$ cat config.mk
export PLATFORM = sky130hd
export DESIGN_NAME = fpu_issue_ctrl
export DESIGN_NICKNAME = d
export VERILOG_FILES = /design/src/rtl/fpu_issue_ctrl_pkg.sv /design/src/rtl/fpu_issue_ctrl.sv
export SDC_FILE = /design/constraint.sdc
export NUM_CORES = 1
export LEC_CHECK = 0
export BUFFER_PORTS_ARGS = -buffer_cell sky130_fd_sc_hd__buf_2
export CAP_MARGIN = 40
export CORE_MARGIN = 2
export CORE_UTILIZATION = 30
export CTS_CLUSTER_DIAMETER = 200
export CTS_CLUSTER_SIZE = 30
export DETAILED_ROUTE_END_ITERATION = 7
export SYNTH_ARGS = -nofsm -noshare
export SYNTH_HDL_FRONTEND = slang
export SYNTH_SLANG_ARGS = --single-unit
$ cat constraint.sdc
create_clock -name clk -period 2 [get_ports clk]
set_input_delay 0.4 -clock clk [delete_from_list [all_inputs] [get_ports clk]]
set_output_delay 0.4 -clock clk [all_outputs]
set_load 0.03 [all_outputs]
$ cat src/rtl/fpu_issue_ctrl_pkg.sv
// Shared definitions for the FPU issue controller: op/branch codes, flag and
// strobe bit positions, FSM state encoding and the op-to-strobe decoder.
package fpu_issue_ctrl_pkg;

  // Request op codes; anything above OpCom is illegal.
  localparam logic [3:0] OpAdd = 4'd0;
  localparam logic [3:0] OpSub = 4'd1;
  localparam logic [3:0] OpMul = 4'd2;
  localparam logic [3:0] OpDiv = 4'd3;
  localparam logic [3:0] OpInv = 4'd4;
  localparam logic [3:0] OpAbs = 4'd5;
  localparam logic [3:0] OpCom = 4'd6;

  // Branch qualifiers, meaningful only with OpCom.
  localparam logic [1:0] BrNone = 2'b00;
  localparam logic [1:0] BrBlt  = 2'b01;
  localparam logic [1:0] BrBeq  = 2'b10;
  localparam logic [1:0] BrBgt  = 2'b11;

  // Exception flag bit positions (alu_flags and fcsr_flags).
  localparam int unsigned FlagWidth = 6;
  localparam int unsigned FlagOvfl  = 0;
  localparam int unsigned FlagUnfl  = 1;
  localparam int unsigned FlagInex  = 2;
  localparam int unsigned FlagSnan  = 3;
  localparam int unsigned FlagQnan  = 4;
  localparam int unsigned FlagDivz  = 5;

  // alu_op_oh bit positions.
  localparam int unsigned OhWidth = 10;
  localparam int unsigned OhAdd   = 0;
  localparam int unsigned OhSub   = 1;
  localparam int unsigned OhMul   = 2;
  localparam int unsigned OhDiv   = 3;
  localparam int unsigned OhInv   = 4;
  localparam int unsigned OhAbs   = 5;
  localparam int unsigned OhCom   = 6;
  localparam int unsigned OhBlt   = 7;
  localparam int unsigned OhBeq   = 8;
  localparam int unsigned OhBgt   = 9;

  localparam int unsigned CntWidth = 4;

  typedef enum logic [1:0] {
    StIdle  = 2'd0,
    StIssue = 2'd1,
    StWait  = 2'd2,
    StResp  = 2'd3
  } state_e;

  function automatic logic op_legal(input logic [3:0] op);
    return op <= OpCom;
  endfunction

  // One op strobe; branch strobe only alongside COM. Illegal ops decode to 0.
  function automatic logic [OhWidth-1:0] op_decode(input logic [3:0] op, input logic [1:0] br);
    logic [OhWidth-1:0] oh;
    oh = '0;
    case (op)
      OpAdd:   oh[OhAdd] = 1'b1;
      OpSub:   oh[OhSub] = 1'b1;
      OpMul:   oh[OhMul] = 1'b1;
      OpDiv:   oh[OhDiv] = 1'b1;
      OpInv:   oh[OhInv] = 1'b1;
      OpAbs:   oh[OhAbs] = 1'b1;
      OpCom: begin
        oh[OhCom] = 1'b1;
        case (br)
          BrBlt:   oh[OhBlt] = 1'b1;
          BrBeq:   oh[OhBeq] = 1'b1;
          BrBgt:   oh[OhBgt] = 1'b1;
          default: ;
        endcase
      end
      default: ;
    endcase
    return oh;
  endfunction

endpackage

$ cat src/rtl/fpu_issue_ctrl.sv
// FPU issue controller: accepts one request, drives ALU strobes/operands for
// ALU_LAT cycles, captures the result and holds it until the consumer takes it.
module fpu_issue_ctrl
  import fpu_issue_ctrl_pkg::*;
#(
  parameter int unsigned ALU_LAT = 1,
  parameter int unsigned W       = 32
) (
  input  logic                 clk,
  input  logic                 rst_n,
  input  logic                 req_valid,
  output logic                 req_ready,
  input  logic [3:0]           req_op,
  input  logic [1:0]           req_br,
  input  logic [W-1:0]         req_a,
  input  logic [W-1:0]         req_b,
  output logic                 rsp_valid,
  input  logic                 rsp_ready,
  output logic [W-1:0]         rsp_result,
  output logic                 rsp_taken,
  output logic                 rsp_illegal,
  output logic [W-1:0]         alu_operand1,
  output logic [W-1:0]         alu_operand2,
  output logic [OhWidth-1:0]   alu_op_oh,
  input  logic [W-1:0]         alu_result,
  input  logic                 alu_com_result,
  input  logic [FlagWidth-1:0] alu_flags,
  output logic [FlagWidth-1:0] fcsr_flags,
  input  logic                 fcsr_clr
);

  state_e                 state_q, state_d;
  logic [3:0]             op_q, op_d;
  logic [1:0]             br_q, br_d;
  logic [W-1:0]           a_q, a_d;
  logic [W-1:0]           b_q, b_d;
  logic [CntWidth-1:0]    cnt_q, cnt_d;
  logic [W-1:0]           rsp_result_q, rsp_result_d;
  logic                   rsp_taken_q, rsp_taken_d;
  logic                   rsp_illegal_q, rsp_illegal_d;
  logic [FlagWidth-1:0]   fcsr_q, fcsr_d;
  logic                   capture;
  logic                   drive_alu;

  // Next-state: FSM sequencing, request latch, wait counter and result capture.
  always_comb begin
    state_d       = state_q;
    op_d          = op_q;
    br_d          = br_q;
    a_d           = a_q;
    b_d           = b_q;
    cnt_d         = cnt_q;
    rsp_result_d  = rsp_result_q;
    rsp_taken_d   = rsp_taken_q;
    rsp_illegal_d = rsp_illegal_q;
    capture       = 1'b0;

    unique case (state_q)
      StIdle: begin
        if (req_valid) begin
          op_d    = req_op;
          br_d    = req_br;
          a_d     = req_a;
          b_d     = req_b;
          state_d = StIssue;
        end
      end
      StIssue: begin
        if (!op_legal(op_q)) begin
          rsp_result_d  = '0;
          rsp_taken_d   = 1'b0;
          rsp_illegal_d = 1'b1;
          state_d       = StResp;
        end else begin
          cnt_d   = CntWidth'(ALU_LAT);
          state_d = StWait;
        end
      end
      StWait: begin
        cnt_d = cnt_q - 1'b1;
        // <= 1 rather than == 1 so a zero count can never strand the FSM.
        if (cnt_q <= CntWidth'(1)) begin
          capture       = 1'b1;
          cnt_d         = '0;
          rsp_result_d  = alu_result;
          rsp_taken_d   = (op_q == OpCom) && (br_q != BrNone) && alu_com_result;
          rsp_illegal_d = 1'b0;
          state_d       = StResp;
        end
      end
      StResp: begin
        if (rsp_ready) begin
          state_d = StIdle;
        end
      end
      default: state_d = StIdle;
    endcase
  end

  // Sticky flags: clear wins over history but not over the flags being captured.
  always_comb begin
    fcsr_d = fcsr_q;
    if (capture) begin
      fcsr_d = (fcsr_clr ? '0 : fcsr_q) | alu_flags;
    end else if (fcsr_clr) begin
      fcsr_d = '0;
    end
  end

  // State registers with synchronous active-low reset.
  always_ff @(posedge clk) begin
    if (!rst_n) begin
      state_q       <= StIdle;
      op_q          <= '0;
      br_q          <= '0;
      a_q           <= '0;
      b_q           <= '0;
      cnt_q         <= '0;
      rsp_result_q  <= '0;
      rsp_taken_q   <= 1'b0;
      rsp_illegal_q <= 1'b0;
      fcsr_q        <= '0;
    end else begin
      state_q       <= state_d;
      op_q          <= op_d;
      br_q          <= br_d;
      a_q           <= a_d;
      b_q           <= b_d;
      cnt_q         <= cnt_d;
      rsp_result_q  <= rsp_result_d;
      rsp_taken_q   <= rsp_taken_d;
      rsp_illegal_q <= rsp_illegal_d;
      fcsr_q        <= fcsr_d;
    end
  end

  // ALU drive is held from ISSUE through the last WAIT cycle; illegal ops never reach the ALU.
  always_comb begin
    drive_alu    = ((state_q == StIssue) || (state_q == StWait)) && op_legal(op_q);
    alu_op_oh    = drive_alu ? op_decode(op_q, br_q) : '0;
    alu_operand1 = drive_alu ? a_q : '0;
    alu_operand2 = drive_alu ? b_q : '0;
    req_ready    = (state_q == StIdle);
    rsp_valid    = (state_q == StResp);
    rsp_result   = rsp_result_q;
    rsp_taken    = rsp_taken_q;
    rsp_illegal  = rsp_illegal_q;
    fcsr_flags   = fcsr_q;
  end

endmodule

; Word-level counts from Yosys, hierarchy flattened
; Cells that the tools add are included.
[op_classes]
bitwise_logic = 1
mux = 34
n_reduce_logical = 12
addsub = 1
order_cmp = 2
eq_ne = 17
[op_table]
columns = operator, n
row1 = 32-bit 2-to-1 mux, 4
row2 = 32-bit one-hot mux with 2 select lines, 1
row3 = 1-bit 2-to-1 mux, 16
row4 = 4-bit by 3-bit equality test with 1-bit output (second input constant), 3
row5 = 4-bit 2-to-1 mux, 3
row6 = 6-bit 2-to-1 mux, 2
row7 = 10-bit 2-to-1 mux, 1
row8 = 2-bit equality test (second input constant), 4
row9 = 4-bit by 2-bit equality test with 1-bit output (second input constant), 2
row10 = 2-bit one-hot mux with 4 select lines, 1
row11 = 4-bit one-hot mux with 2 select lines, 1
row12 = 2-bit 2-to-1 mux, 3
row13 = 2-bit inequality test (second input constant), 3
row14 = 6-bit OR, 1
row15 = 3-bit AND reduction, 2
row16 = 2-bit by 1-bit equality test with 1-bit output (second input constant), 2
row17 = 4-bit by 1-bit equality test with 1-bit output (second input constant), 1
row18 = 4-bit by 1-bit <= comparator with 1-bit output (second input constant), 1
row19 = 4-bit by 3-bit <= comparator with 1-bit output (second input constant), 1
row20 = 4-bit logical NOT, 1
row21 = 2-bit by 1-bit inequality test with 1-bit output (second input constant), 2
row22 = 1-bit one-hot mux with 2 select lines, 2
row23 = 2-bit AND reduction, 2
row24 = 2-bit nonzero test, 2
row25 = other kinds (4), 6
[totals]
reg_bits = 116
inputBits = 114

; Depth between registers and ports, before layout
; Gate-level depths: netlist (run 1).
[depth]
ltp_word = 5
mapped_depth = 9
mapped_depth_nobuf = 6

; Worst setup path after synthesis (run 1)
; OpenSTA, ideal clock, no wires.
[synth_path]
path_type = register to output
from = register state_q[1]
to = output port alu_op_oh[8]
slack_ps = -893
required_time_ps = 1600
stages_incl_launch_ff = 6
t_arrival_ps = 2493
cell_sequence = dfxtp_1 inv_1 ha_1 nor4b_1 nand2_1 nor2_1
[synth_via]
elab_chain_cells = 4
word_cells_on_any_way = 5
classes_between = eq/ne (2) / mux (1) / reduce/logical (2)
[synth_rtl]
columns = item, line_no
row1 = from (decl), fpu_issue_ctrl.sv:32  ; state_e state_q, state_d;
row2 = from (signal assigned), fpu_issue_ctrl.sv:113  ; state_q <= StIdle;
row3 = from (signal assigned), fpu_issue_ctrl.sv:124  ; state_q <= state_d;
row4 = 2-bit by 1-bit equality test with 1-bit output / 2-bit equality test (equally long branches), fpu_issue_ctrl.sv:139  ; drive_alu = ((state_q == StIssue) || (state_q == StWait)) && op_legal(op_q);
row5 = 1-bit logical OR *, fpu_issue_ctrl.sv:139
row6 = 1-bit logical AND *, fpu_issue_ctrl.sv:139
row7 = 10-bit 2-to-1 mux *, fpu_issue_ctrl.sv:140  ; alu_op_oh = drive_alu ? op_decode(op_q, br_q) : '0;
row8 = to (decl), fpu_issue_ctrl.sv:24  ; output logic [OhWidth-1:0] alu_op_oh,
; Every way passes the cells marked *; elsewhere a longest branch is shown, timed or not.

; Worst setup path in the final report (run 1)
[layout_path]
from = register state_q[1]
to = output port alu_operand1[19]
[layout_via]
elab_chain_cells = 4
word_cells_on_any_way = 5
classes_between = eq/ne (2) / mux (1) / reduce/logical (2)
[layout_rtl]
columns = item, line_no
row1 = 2-bit by 1-bit equality test with 1-bit output / 2-bit equality test (equally long branches), fpu_issue_ctrl.sv:139
row2 = 1-bit logical OR *, fpu_issue_ctrl.sv:139
row3 = 1-bit logical AND *, fpu_issue_ctrl.sv:139
row4 = 32-bit 2-to-1 mux *, fpu_issue_ctrl.sv:141  ; alu_operand1 = drive_alu ? a_q : '0;
row5 = to (decl), fpu_issue_ctrl.sv:22  ; output logic [W-1:0] alu_operand1,
; Marked as above.

==> qor.log, run 1 <==
INFO  power_and_ir_drop power_per_cell_area=1430nW/um^2
INFO  cts            tritoncts.num_buffers=17
INFO  global_routing antenna_found_initial=1
INFO  critical_path  maximum_net_fanout_on_the_critical_path=12
INFO  cts            cts_tree=yes
INFO  cts            clock-root-buffer=sky130_fd_sc_hd__clkbuf_16
INFO  global_routing grt_remaining_overflow=0
INFO  synth          synth_enable_flop_cells=0
INFO  critical_path  worstSetupStartpointType=register
INFO  synth          ys_dominant_reg_cell=sky130_fd_sc_hd__dfxtp_1
INFO  critical_path  worst_path_largest_cell_delay=0.33ns
INFO  placed_design  dpl.hpwl=9.19mm
INFO  detailed_routing drc=0
INFO  synth          yosysSeqAreaShare=0.489
INFO  timing         timing.final.max_slew_violations=0
INFO  synth          synthesis.nets=682
INFO  floorplanning  start_util=0.310
INFO  synth          syn-cell-area=4740squm
INFO  timing         fmax=430MHz
INFO  critical_path  timing.critical_path.cells=inv_2, ha_4, nand2b_4, a31oi_4, buf_12, clkbuf_16, and2_2, buf_6
INFO  cells_and_area instances_no_fill=1023
INFO  floorplanning  ios=230
INFO  timing         final.min_clock_period=2.33ns
INFO  synth          synth.distinct_cells=42
INFO  cells_and_area layout.cells.most_common=sky130_fd_sc_hd__buf_2
INFO  critical_path  regToRegStartpoint=state_q[0]
INFO  floorplanning  dieArea=16800squm
INFO  critical_path  critical_path_arrival=1.93ns
INFO  placed_design  place.detailed.instances=983
INFO  floorplanning  row_count=45
INFO  detailed_routing route.detailed.vias_per_inst=4.57
INFO  floorplanning  chipHeight=130um
INFO  detailed_routing initial_drc_count=240
INFO  cells_and_area layout.filler_cells=1492
INFO  critical_path  cp_slowest_cell=sky130_fd_sc_hd__dfxtp_2
INFO  synth          synthesis_stage_register_bit_count=116
INFO  global_routing grtUsageTotal=0.165
INFO  detailed_routing vias=4677
INFO  hold_path      holdCritStartpoint=alu_result[25]
INFO  floorplanning  fp.dieW=130um
INFO  power_and_ir_drop total_leakage_power=3.46nW
INFO  timing         setup_slack=-0.326ns
INFO  cells_and_area layout.cells.most_common_list=sky130_fd_sc_hd__buf_2, sky130_fd_sc_hd__nand2_1, sky130_fd_sc_hd__dfxtp_1, sky130_fd_sc_hd__a21oi_1, sky130_fd_sc_hd__buf_6
INFO  run_status     status=complete, but fails checks
INFO  timing         finalSetupTns=-20.82ns
INFO  global_routing grt_max_degree=64
INFO  timing         worst_pin_slew=0.424ns
INFO  timing         period_share=1.16
INFO  critical_path  cp_data_required_time=1.60ns
INFO  critical_path  rr_worst_depth=9
INFO  hold_path      hp-class=input port to register
INFO  critical_path  r2r-end=rsp_result[9]
INFO  global_routing grt_first_pass_wirelength=21.6mm
INFO  detailed_routing detail_route.wl_per_cell=14.0um
INFO  cts            cts.clk_slew.worst_paths=0.06ns
INFO  placed_design  routabilityCongestion=0.739
INFO  timing         setup_viol_count_final=74
INFO  cts            clock_latency=0.41ns
INFO  power_and_ir_drop totalPowerFinal=10.9mW
INFO  timing         worst_clock_skew=0.00752ns
INFO  critical_path  crit_end_element=output pin
INFO  timing         slew_headroom=0.717
INFO  hold_path      worst_hold_path.num_cells=2
INFO  detailed_routing routed_wirelength=14.3mm
INFO  hold_path      hold_end=rsp_result[25]
INFO  job            cap_violations=0
INFO  cells_and_area syn2layout_area_growth=60.8%
INFO  cts            cts.sink_count=116
INFO  synth          synthArstFlopShare=0
INFO  detailed_routing ant_nets=0
INFO  global_routing vias_in_the_first_global_route=4340
INFO  power_and_ir_drop vdd_ir_drop_max=821uV
INFO  synth          synthCells=561
INFO  cells_and_area antenna_cells_inserted=0
INFO  critical_path  timing.setup.critical_path_class=register to output pin
INFO  placed_design  place.port_buffers=229
INFO  cells_and_area total_number_of_nets_in_the_final_design=920
INFO  critical_path  r2r_slack=0.17ns
INFO  cts            clock_tree.buffer_depth=2
INFO  run_status     violated_checks=setup timing
INFO  floorplanning  core_area=15300squm
INFO  detailed_routing first_pass_iters=4
INFO  timing         final_hold_viol_count=0
INFO  cells_and_area share_of_layout_cells_above_drive_strength_1=0.468
INFO  synth          synthesis.area_per_instance=8.46squm
INFO  synth          ys_warn_count=0
INFO  timing         setup_repair_after_global_routing_missed_its_margin=yes
INFO  cts            htree_levels=4
[worst max-delay path by stage]
| stage | start | slack, ns | end | depth (start not counted) |
|---|---|---|---|---|
| finish | state_q[1] | -0.33 | alu_operand1[19] | 8 |
| CTS | state_q[1] | -0.37 | alu_operand2[1] | 8 |
| detailed placement | state_q[1] | 0.02 | alu_operand2[1] | 7 |
| global route | state_q[1] | -0.41 | alu_operand2[23] | 8 |
| global placement | state_q[0] | 0.03 | alu_operand2[1] | 7 |
| floorplan | state_q[1] | -0.30 | alu_op_oh[4] | 4 |
[synth_stat cells, types with 6 or more instances]
master | instances | share of area
sky130_fd_sc_hd__a21oi_1 | 81 | 0.085
sky130_fd_sc_hd__a22o_1 | 32 | 0.059
sky130_fd_sc_hd__and2_1 | 65 | 0.086
sky130_fd_sc_hd__buf_6 | 8 | 0.019
sky130_fd_sc_hd__clkbuf_1 | 30 | 0.024
sky130_fd_sc_hd__dfxtp_1 | 116 | 0.49
sky130_fd_sc_hd__ha_1 | 7 | 0.018
sky130_fd_sc_hd__inv_1 | 6 | 0.0047
sky130_fd_sc_hd__nand2_1 | 152 | 0.12
sky130_fd_sc_hd__nor2_1 | 12 | 0.0095
sky130_fd_sc_hd__nor2b_1 | 7 | 0.0092
[registers in the layout, summed over array words and instances, names as in the netlist]
| register | cells |
|---|---|
| cnt_q | 4 |
| rsp_result | 32 |
| state_q | 2 |
| a_q | 32 |
| rsp_illegal | 1 |
| br_q | 2 |
| rsp_taken | 1 |
| op_q | 4 |
| b_q | 32 |
| fcsr_flags | 6 |
[worst max-delay path: cells and delay by family, from the launching register on]
| family | cells | cell delay (ns) |
|---|---|---|
| fa+ha+maj | 1 | 0.27 |
| buf+inv | 4 | 0.52 |
| flops | 1 | 0.33 |
| simple gates | 2 | 0.21 |
| compound gates | 1 | 0.17 |
[report_power, final]
group / total [mW] / switching [mW] / internal (mW)
clock: 3.00 / 1.12 / 1.88
combinational: 4.92 / 2.76 / 2.15
sequential: 2.98 / 0.234 / 2.74
[layout make-up]
type	instances	area, sq um	area share
multi-input cells	397	2430	0.318
repair buffers	259	1990	0.261
inverters	8	30.0	0.00394
clock inverters	14	153	0.0200
well taps	211	264	0.0346
flip-flops and latches	116	2320	0.305
clock buffers	18	439	0.0576
[per-layer routing]
metal | share of wire | vias to the layer above | global-route usage
met5 | 0.00091 | - | 0
met4 | 0.013 | 2 | 0.0633
met3 | 0.079 | 18 | 0.0615
met2 | 0.48 | 152 | 0.277
met1 | 0.42 | 2159 | 0.193
li1 | - | 2346 | -
[what timing repair did]
action	4_1_cts	5_1_grt
hold buffers	0	0
buffers inserted	6	0
gates resized for setup	180	32
cloned	3	1
pin swaps	13	7
setup endpoints to repair	74	74
hold endpoints to repair	0	0
[metrics by stage]
step,util,hold slack (ns),area (sq um),setup slack (ns)
finish,0.498,0.196,7630,-0.326
global route,0.498,0.169,7630,-0.414
CTS,0.496,0.169,7600,-0.368
detailed placement,0.412,0.443,6310,0.0205
global placement,0.412,0.438,6310,0.0350
floorplan,-,0.432,4850,-0.302
[cell families after synthesis]
family	share of synthesized area
buffers and inverters	0.0514
and+or+nand+nor	0.259
adders and majority gates	0.0185
AOI/OAI and AO/OA	0.179
DFF	0.489
muxes	0.00211
Note: power is estimated with default switching activity, not from simulation.
==> run 2: changes to the inputs <==
--- a/config.mk
+++ b/config.mk
@@ -9,6 +9,7 @@
 export CAP_MARGIN = 40
 export CORE_MARGIN = 2
 export CORE_UTILIZATION = 30
+export CTS_BUF_LIST = sky130_fd_sc_hd__clkbuf_2 sky130_fd_sc_hd__clkbuf_4 sky130_fd_sc_hd__clkbuf_8
 export CTS_CLUSTER_DIAMETER = 200
 export CTS_CLUSTER_SIZE = 30
 export DETAILED_ROUTE_END_ITERATION = 7
==> run 2 against run 1 <==
The flow still finishes with violations (setup timing). Global-route usage decreased by 0.094 points. Worst hold slack got worse by 0.028 ns. Power down 7.1%. Sequential cell count did not move. Cell count about the same. Critical path depth did not move. Clock power is 27% lower. Count of clock-buffer cells in the layout unchanged.
==> qor.log, run 2 (synthesized netlist as in run 1, its figures left out) <==
INFO  run_status     status=complete, but fails checks
INFO  run_status     violated_checks=setup timing
INFO  cells_and_area layout.filler_cells=1521 [+1.9%]
INFO  global_routing use_met3=0.0627 [+0.00123]
INFO  global_routing grtUsageTotal=0.164 [-0.000940]
INFO  timing         fmax=423MHz [-1.5%]
INFO  detailed_routing detail_route.wl_per_cell=14.0um [about the same]
INFO  cells_and_area syn2layout_area_growth=57.0%
INFO  hold_path      hp-class=input port to register
INFO  cells_and_area total_number_of_nets_in_the_final_design=921 [+0.11%]
INFO  job            cap_violations=0 [unchanged]
INFO  detailed_routing routed_wirelength=14.3mm [about the same]
INFO  cts            cts_tree=yes
INFO  critical_path  crit_start=state_q[1]
INFO  power_and_ir_drop vdd_ir_drop_max=620uV [-24%]
INFO  critical_path  cp_data_required_time=1.60ns [about the same]
INFO  critical_path  cp_slowest_cell=sky130_fd_sc_hd__dfxtp_2
INFO  global_routing gr_busiest_metal=met2
INFO  global_routing grt_remaining_overflow=0 [unchanged]
INFO  timing         worst_pin_slew=0.424ns [+0.000493 ns]
INFO  detailed_routing vias=4703 [+0.56%]
INFO  cts            tritoncts.num_buffers=17 [unchanged]
INFO  critical_path  worstSetupStartpointType=register
INFO  timing         setup_repair_after_global_routing_missed_its_margin=yes
INFO  detailed_routing initial_drc_count=207 [-14%]
INFO  timing         final_hold_viol_count=0 [unchanged]
INFO  cells_and_area layout.cells.most_common_list=sky130_fd_sc_hd__buf_2, sky130_fd_sc_hd__nand2_1, sky130_fd_sc_hd__dfxtp_1, sky130_fd_sc_hd__a21oi_1, sky130_fd_sc_hd__buf_6
INFO  cts            clock_latency=0.44ns [+0.03 ns]
INFO  timing         finalSetupTns=-23.76ns [-2.95 ns]
INFO  critical_path  crit_end_element=output pin
INFO  critical_path  worst_path_largest_cell_delay=0.34ns [about the same]
INFO  timing         worst_clock_skew=0.0127ns [+0.00521 ns]
INFO  detailed_routing first_pass_iters=7 [+3]
INFO  cells_and_area antenna_cells_inserted=0 [unchanged]
INFO  floorplanning  fp.dieW=130um [unchanged]
INFO  timing         final.min_clock_period=2.36ns [+0.0358 ns]
INFO  cells_and_area utilization_after_layout=0.486 [-0.0117]
INFO  critical_path  maximum_net_fanout_on_the_critical_path=23 [+11]
INFO  power_and_ir_drop total_leakage_power=3.38nW [-2.3%]
INFO  critical_path  regToRegStartpoint=state_q[0]
INFO  floorplanning  row_count=45 [unchanged]
INFO  floorplanning  start_util=0.310 [unchanged]
INFO  cts            cts.sink_count=116 [unchanged]
INFO  floorplanning  core_area=15300squm [unchanged]
INFO  global_routing grt_util_met2=0.275 [-0.00154]
INFO  critical_path  path_buf_inv=4 [unchanged]
INFO  critical_path  timing.setup.critical_path_class=register to output pin
INFO  timing         timing.hold.ws=0.168ns [-0.0280 ns]
INFO  timing         timing.final.max_slew_violations=0 [unchanged]
INFO  timing         slew_headroom=0.717 [about the same]
INFO  detailed_routing route.detailed.vias_per_inst=4.59 [+0.46%]
INFO  placed_design  dpl.hpwl=9.19mm [unchanged]
INFO  placed_design  routabilityCongestion=0.739 [unchanged]
INFO  global_routing vias_in_the_first_global_route=4353 [+0.30%]
INFO  cts            cts.hold.buffers_added=0 [unchanged]
INFO  cts            htree_levels=4 [unchanged]
INFO  timing         period_share=1.18 [+0.0179]
INFO  hold_path      holdCritStartpoint=alu_result[25]
INFO  cts            clock_tree.buffer_depth=2 [unchanged]
INFO  placed_design  place.port_buffers=229 [unchanged]
INFO  critical_path  timing.critical_path.cells=inv_2, ha_4, nand2b_4, a31oi_4, buf_12, buf_16, and2_2, buf_6
INFO  floorplanning  chipHeight=130um [unchanged]
INFO  critical_path  critical_path.top_delay_family=buffers and inverters
INFO  timing         setup_slack=-0.362ns [-0.0358 ns]
INFO  global_routing antenna_found_initial=1 [unchanged]
INFO  critical_path  critical_path_arrival=1.96ns [+0.03 ns]
INFO  timing         setup_viol_count_final=74 [unchanged]
INFO  cts            cts.clk_slew.worst_paths=0.08ns [+0.02 ns]
INFO  cells_and_area share_of_layout_cells_above_drive_strength_1=0.469 [+0.000654]
INFO  global_routing groute.layer.met1.usage=0.193 [about the same]
INFO  global_routing grt_max_degree=64 [unchanged]
INFO  floorplanning  ios=230 [unchanged]
INFO  detailed_routing ant_nets=0 [unchanged]
INFO  power_and_ir_drop power_per_cell_area=1360nW/um^2 [-4.8%]
INFO  global_routing grt_first_pass_wirelength=21.5mm [-0.29%]
INFO  cells_and_area layout.cells.most_common=sky130_fd_sc_hd__buf_2
INFO  detailed_routing drc=0 [unchanged]
INFO  cts            clock-root-buffer=sky130_fd_sc_hd__clkbuf_8
INFO  floorplanning  dieArea=16800squm [unchanged]
run 2: worst reg2reg max path, cell delays in order (launching register included):
cell                       delay [ns]
sky130_fd_sc_hd__dfxtp_2         0.33
sky130_fd_sc_hd__inv_2           0.05
sky130_fd_sc_hd__buf_4           0.14
sky130_fd_sc_hd__ha_1            0.22
sky130_fd_sc_hd__buf_4           0.18
sky130_fd_sc_hd__nand2b_1        0.18
sky130_fd_sc_hd__o41ai_4         0.08
sky130_fd_sc_hd__a21oi_2         0.12
sky130_fd_sc_hd__buf_12          0.18
sky130_fd_sc_hd__a22o_1          0.26
run 2: area by class of cell:
| cell class | instances | area [sq um] | share of cell area |
|---|---|---|---|
| clock inverter | 14 | 153 | 0.0205 |
| clock buffer | 18 | 248 | 0.0333 |
| timing repair buffer | 260 | 2000 | 0.269 |
| multi-input combinational | 397 | 2430 | 0.326 |
| inverter | 8 | 30.0 | 0.00403 |
| tap | 211 | 264 | 0.0354 |
| sequential | 116 | 2320 | 0.312 |
run 2: timing repair:
| item | in CTS | in global routing |
|---|---|---|
| gates resized for setup | 179 | 35 |
| pin swaps | 13 | 7 |
| setup endpoints to repair | 74 | 74 |
| gates cloned | 3 | 1 |
| buffers inserted | 6 | 1 |
run 2: through the flow:
step / instance area, sq um / setup WS, ns / total power [mW] / cells
6_report: 7450 / -0.362 / 10.1 / 1024
5_1_grt: 7450 / -0.464 / 10.7 / 1024
4_1_cts: 7410 / -0.413 / 10.2 / 1024
3_5_place_dp: 6310 / 0.0205 / 6.80 / 983
3_3_place_gp: 6310 / 0.0350 / 6.79 / 983
2_1_floorplan: 4850 / -0.302 / 5.53 / 561
run 2: path summary, 6_finish.rpt:
kind                           end  slack, ns  depth (start not counted)
setup reg to reg     rsp_result[9]       0.17                          9
setup / recovery  alu_operand2[30]      -0.36                          8
hold reg to reg             a_q[4]       0.45                          2
hold / removal      rsp_result[25]       0.17                          2
run 2: where the power goes:
| group | internal (mW) | switching [mW] |
|---|---|---|
| combinational | 2.19 | 2.78 |
| clock | 1.15 | 1.04 |
| sequential | 2.74 | 0.234 |
run 2: per-layer routing:
| layer | vias up | part of all wire |
|---|---|---|
| li1 | 2347 | - |
| met2 | 163 | 0.48 |
| met4 | 2 | 0.012 |
| met5 | - | 0.00091 |
| met3 | 20 | 0.076 |
| met1 | 2171 | 0.43 |
==> run 3: changes to the inputs <==
--- a/config.mk
+++ b/config.mk
@@ -13,6 +13,7 @@
 export CTS_CLUSTER_DIAMETER = 200
 export CTS_CLUSTER_SIZE = 30
 export DETAILED_ROUTE_END_ITERATION = 7
+export MAX_ROUTING_LAYER = met4
 export SYNTH_ARGS = -nofsm -noshare
 export SYNTH_HDL_FRONTEND = slang
 export SYNTH_SLANG_ARGS = --single-unit
==> run 3 against run 2 <==
The flow still finishes with violations (setup timing). Sequential power is essentially flat. Via count grew 0.36%. Count of clock-buffer cells in the layout is the same. Non-clock buffer count grew 1. Final area grew 0.34%. Worst hold slack lost 0.00084 ns. Cell count grew 0.20%. Clock skew shrank 0.0016 ns. Critical path depth is the same. Worst setup slack lost 0.00092 ns. First-iteration DRC count grew 10%. Combinational power grew 2%. Largest cell class unchanged.
==> qor.log, run 3 (synthesized netlist as in run 1, its figures left out) <==
INFO  global_routing grt_max_degree=64 [unchanged]
INFO  hold_path      holdCritStartpoint=alu_result[25]
INFO  timing         worst_clock_skew=0.0111ns [-0.00161 ns]
INFO  floorplanning  fp.dieW=130um [unchanged]
INFO  cells_and_area layout.cells.most_common_list=sky130_fd_sc_hd__buf_2, sky130_fd_sc_hd__nand2_1, sky130_fd_sc_hd__dfxtp_1, sky130_fd_sc_hd__a21oi_1, sky130_fd_sc_hd__buf_6
INFO  detailed_routing detail_route.wl_per_cell=14.2um [+1.6%]
INFO  timing         setup_viol_count_final=74 [unchanged]
INFO  floorplanning  ios=230 [unchanged]
INFO  cts            clock-root-buffer=sky130_fd_sc_hd__clkbuf_8
INFO  cts            cts.hold.buffers_added=0 [unchanged]
INFO  critical_path  crit_end_element=output pin
INFO  detailed_routing drc=0 [unchanged]
INFO  critical_path  r2r-end=rsp_result[9]
INFO  critical_path  r2r_slack=0.17ns [about the same]
INFO  detailed_routing route.detailed.vias_per_inst=4.60 [+0.17%]
INFO  hold_path      hp-class=input port to register
INFO  power_and_ir_drop vdd_ir_drop_max=621uV [+0.16%]
INFO  cts            cts.clk_slew.worst_paths=0.08ns [about the same]
INFO  cells_and_area syn2layout_area_growth=57.5%
INFO  placed_design  dpl.hpwl=9.19mm [unchanged]
INFO  critical_path  worst_path_largest_cell_delay=0.34ns [about the same]
INFO  timing         period_share=1.18 [about the same]
INFO  critical_path  rr_worst_depth=9 [unchanged]
INFO  critical_path  worst-path-stages=8 [unchanged]
INFO  power_and_ir_drop power_per_cell_area=1370nW/um^2 [+0.85%]
INFO  timing         worst_pin_slew=0.431ns [+0.00628 ns]
INFO  floorplanning  core_area=15300squm [unchanged]
INFO  critical_path  cp_slowest_cell=sky130_fd_sc_hd__dfxtp_2
INFO  cells_and_area layout.cells.most_common=sky130_fd_sc_hd__buf_2
INFO  placed_design  place.port_buffers=229 [unchanged]
INFO  critical_path  critical_path_arrival=1.96ns [about the same]
INFO  global_routing grt_remaining_overflow=0 [unchanged]
INFO  cts            htree_levels=4 [unchanged]
INFO  floorplanning  row_count=45 [unchanged]
INFO  job            cap_violations=0 [unchanged]
INFO  power_and_ir_drop total_leakage_power=3.39nW [+0.33%]
INFO  detailed_routing initial_drc_count=228 [+10%]
INFO  critical_path  timing.setup.critical_path_class=register to output pin
INFO  detailed_routing routed_wirelength=14.6mm [+1.8%]
INFO  global_routing antenna_found_initial=1 [unchanged]
INFO  timing         slew_headroom=0.713 [-0.00419]
INFO  placed_design  routabilityCongestion=0.749 [+1.2%]
INFO  critical_path  timing.critical_path.cells=inv_2, ha_4, nand2b_4, a31oi_4, buf_12, clkbuf_16, and2_1, buf_6
INFO  critical_path  maximum_net_fanout_on_the_critical_path=11 [-52%]
INFO  critical_path  regToRegStartpoint=state_q[0]
INFO  floorplanning  chipHeight=130um [unchanged]
INFO  cells_and_area sequential_cell_area=2320squm [unchanged]
INFO  cts            cts_tree=yes
INFO  timing         fmax=423MHz [about the same]
INFO  global_routing grt_first_pass_wirelength=21.5mm [about the same]
INFO  cells_and_area layout.filler_cells=1512 [-0.59%]
INFO  hold_path      hold_end=rsp_result[25]
INFO  cts            cts.sink_count=116 [unchanged]
INFO  critical_path  worstSetupStartpointType=register
INFO  timing         setup_repair_after_global_routing_missed_its_margin=yes
INFO  run_status     status=complete, but fails checks
INFO  detailed_routing vias=4720 [+0.36%]
INFO  critical_path  critical_path.top_delay_family=buffers and inverters
INFO  power_and_ir_drop totalPowerFinal=10.2mW [+1.2%]
INFO  cts            tritoncts.num_buffers=17 [unchanged]
INFO  global_routing grtUsageTotal=0.169 [+0.00508]
INFO  cells_and_area share_of_layout_cells_above_drive_strength_1=0.471 [+0.00188]
INFO  timing         setup_slack=-0.363ns [-0.000922 ns]
INFO  critical_path  path_buf_inv=4 [unchanged]
INFO  placed_design  dpl_worst_slack=0.0205ns [unchanged]
INFO  cells_and_area total_number_of_nets_in_the_final_design=922 [+0.11%]
INFO  detailed_routing first_pass_iters=4 [-3]
INFO  critical_path  cp_data_required_time=1.60ns [about the same]
INFO  timing         timing.final.max_slew_violations=0 [unchanged]
INFO  cells_and_area multi_input_area=2430squm [about the same]
INFO  timing         final.min_clock_period=2.36ns [+0.000922 ns]
INFO  detailed_routing ant_nets=0 [unchanged]
INFO  global_routing vias_in_the_first_global_route=4355 [+0.046%]
INFO  cts            clock_latency=0.44ns [about the same]
INFO  floorplanning  start_util=0.310 [unchanged]
INFO  hold_path      worst_hold_path.num_cells=2 [unchanged]
INFO  cts            clock_tree.buffer_depth=2 [unchanged]
INFO  run_status     violated_checks=setup timing
INFO  floorplanning  dieArea=16800squm [unchanged]
INFO  timing         final_hold_viol_count=0 [unchanged]
[run 3: changes by cell type in the layout (fill, tap and decap cells not counted)]
cell / previous run / this run
sky130_fd_sc_hd__and2_1: 2 / 1
sky130_fd_sc_hd__and2_2: 23 / 24
sky130_fd_sc_hd__buf_6: 76 / 77
sky130_fd_sc_hd__buf_8: 1 / 0
sky130_fd_sc_hd__clkbuf_16: 1 / 2
sky130_fd_sc_hd__diode_2: 0 / 1
[run 3: worst register-to-register path: cells and delay by family (launching register included)]
kind	cells	cell delay, ns
AO/OA/AOI/OAI	3	0.46
adder cells (fa/ha/maj)	1	0.22
buffers and inverters	4	0.54
flip-flops	1	0.33
AND/OR/NAND/NOR	1	0.18
[run 3: worst max-delay path by stage]
stage                  endpoint        from
4_1_cts         alu_operand2[1]  state_q[1]
3_3_place_gp    alu_operand2[1]  state_q[0]
3_5_place_dp    alu_operand2[1]  state_q[1]
6_report       alu_operand2[31]  state_q[1]
5_1_grt        alu_operand1[20]  state_q[1]
2_1_floorplan      alu_op_oh[4]  state_q[1]
[run 3: stage by stage]
stage / cell area [sq um] / setup TNS, ns / cells / utilization / hold WS (ns)
global route: 7470 / -31.27 / 1026 / 0.488 / 0.123
detailed placement: 6310 / 0 / 983 / 0.412 / 0.443
floorplan: 4850 / -2.30 / 561 / - / 0.432
CTS: 7410 / -26.48 / 1024 / 0.484 / 0.128
finish: 7470 / -23.85 / 1026 / 0.488 / 0.167
global placement: 6310 / 0 / 983 / 0.412 / 0.438
[run 3: power breakdown]
group	leakage (nW)	switching [mW]	internal (mW)	total (mW)
Clock	0.192	1.04	1.15	2.19
Combinational	2.25	2.84	2.25	5.08
Sequential	0.947	0.235	2.74	2.98
Total	3.39	4.11	6.14	10.2
[run 3: what timing repair did]
item / CTS / global route
resized for setup: 179 / 35
buffers inserted: 6 / 1
setup endpoints to repair: 74 / 74
pin swaps: 13 / 13
gates cloned: 3 / 3
[run 3: layer usage]
layer  up-vias  global-route usage  part of all wire
met5         -                   -                 0
met4         0              0.0576             0.012
met3        14              0.0574             0.069
met2       151               0.276              0.48
met1      2212               0.196              0.44
li1       2343                   -                 -
[run 3: cell type report]
type | instances | area share
Sequential cell | 116 | 0.311
Timing Repair Buffer | 261 | 0.271
Clock inverter | 14 | 0.0204
Tap cell | 211 | 0.0353
Clock buffer | 18 | 0.0331
Antenna cell | 1 | 0.000335
Inverter | 8 | 0.00402
Multi-Input combinational cell | 397 | 0.325
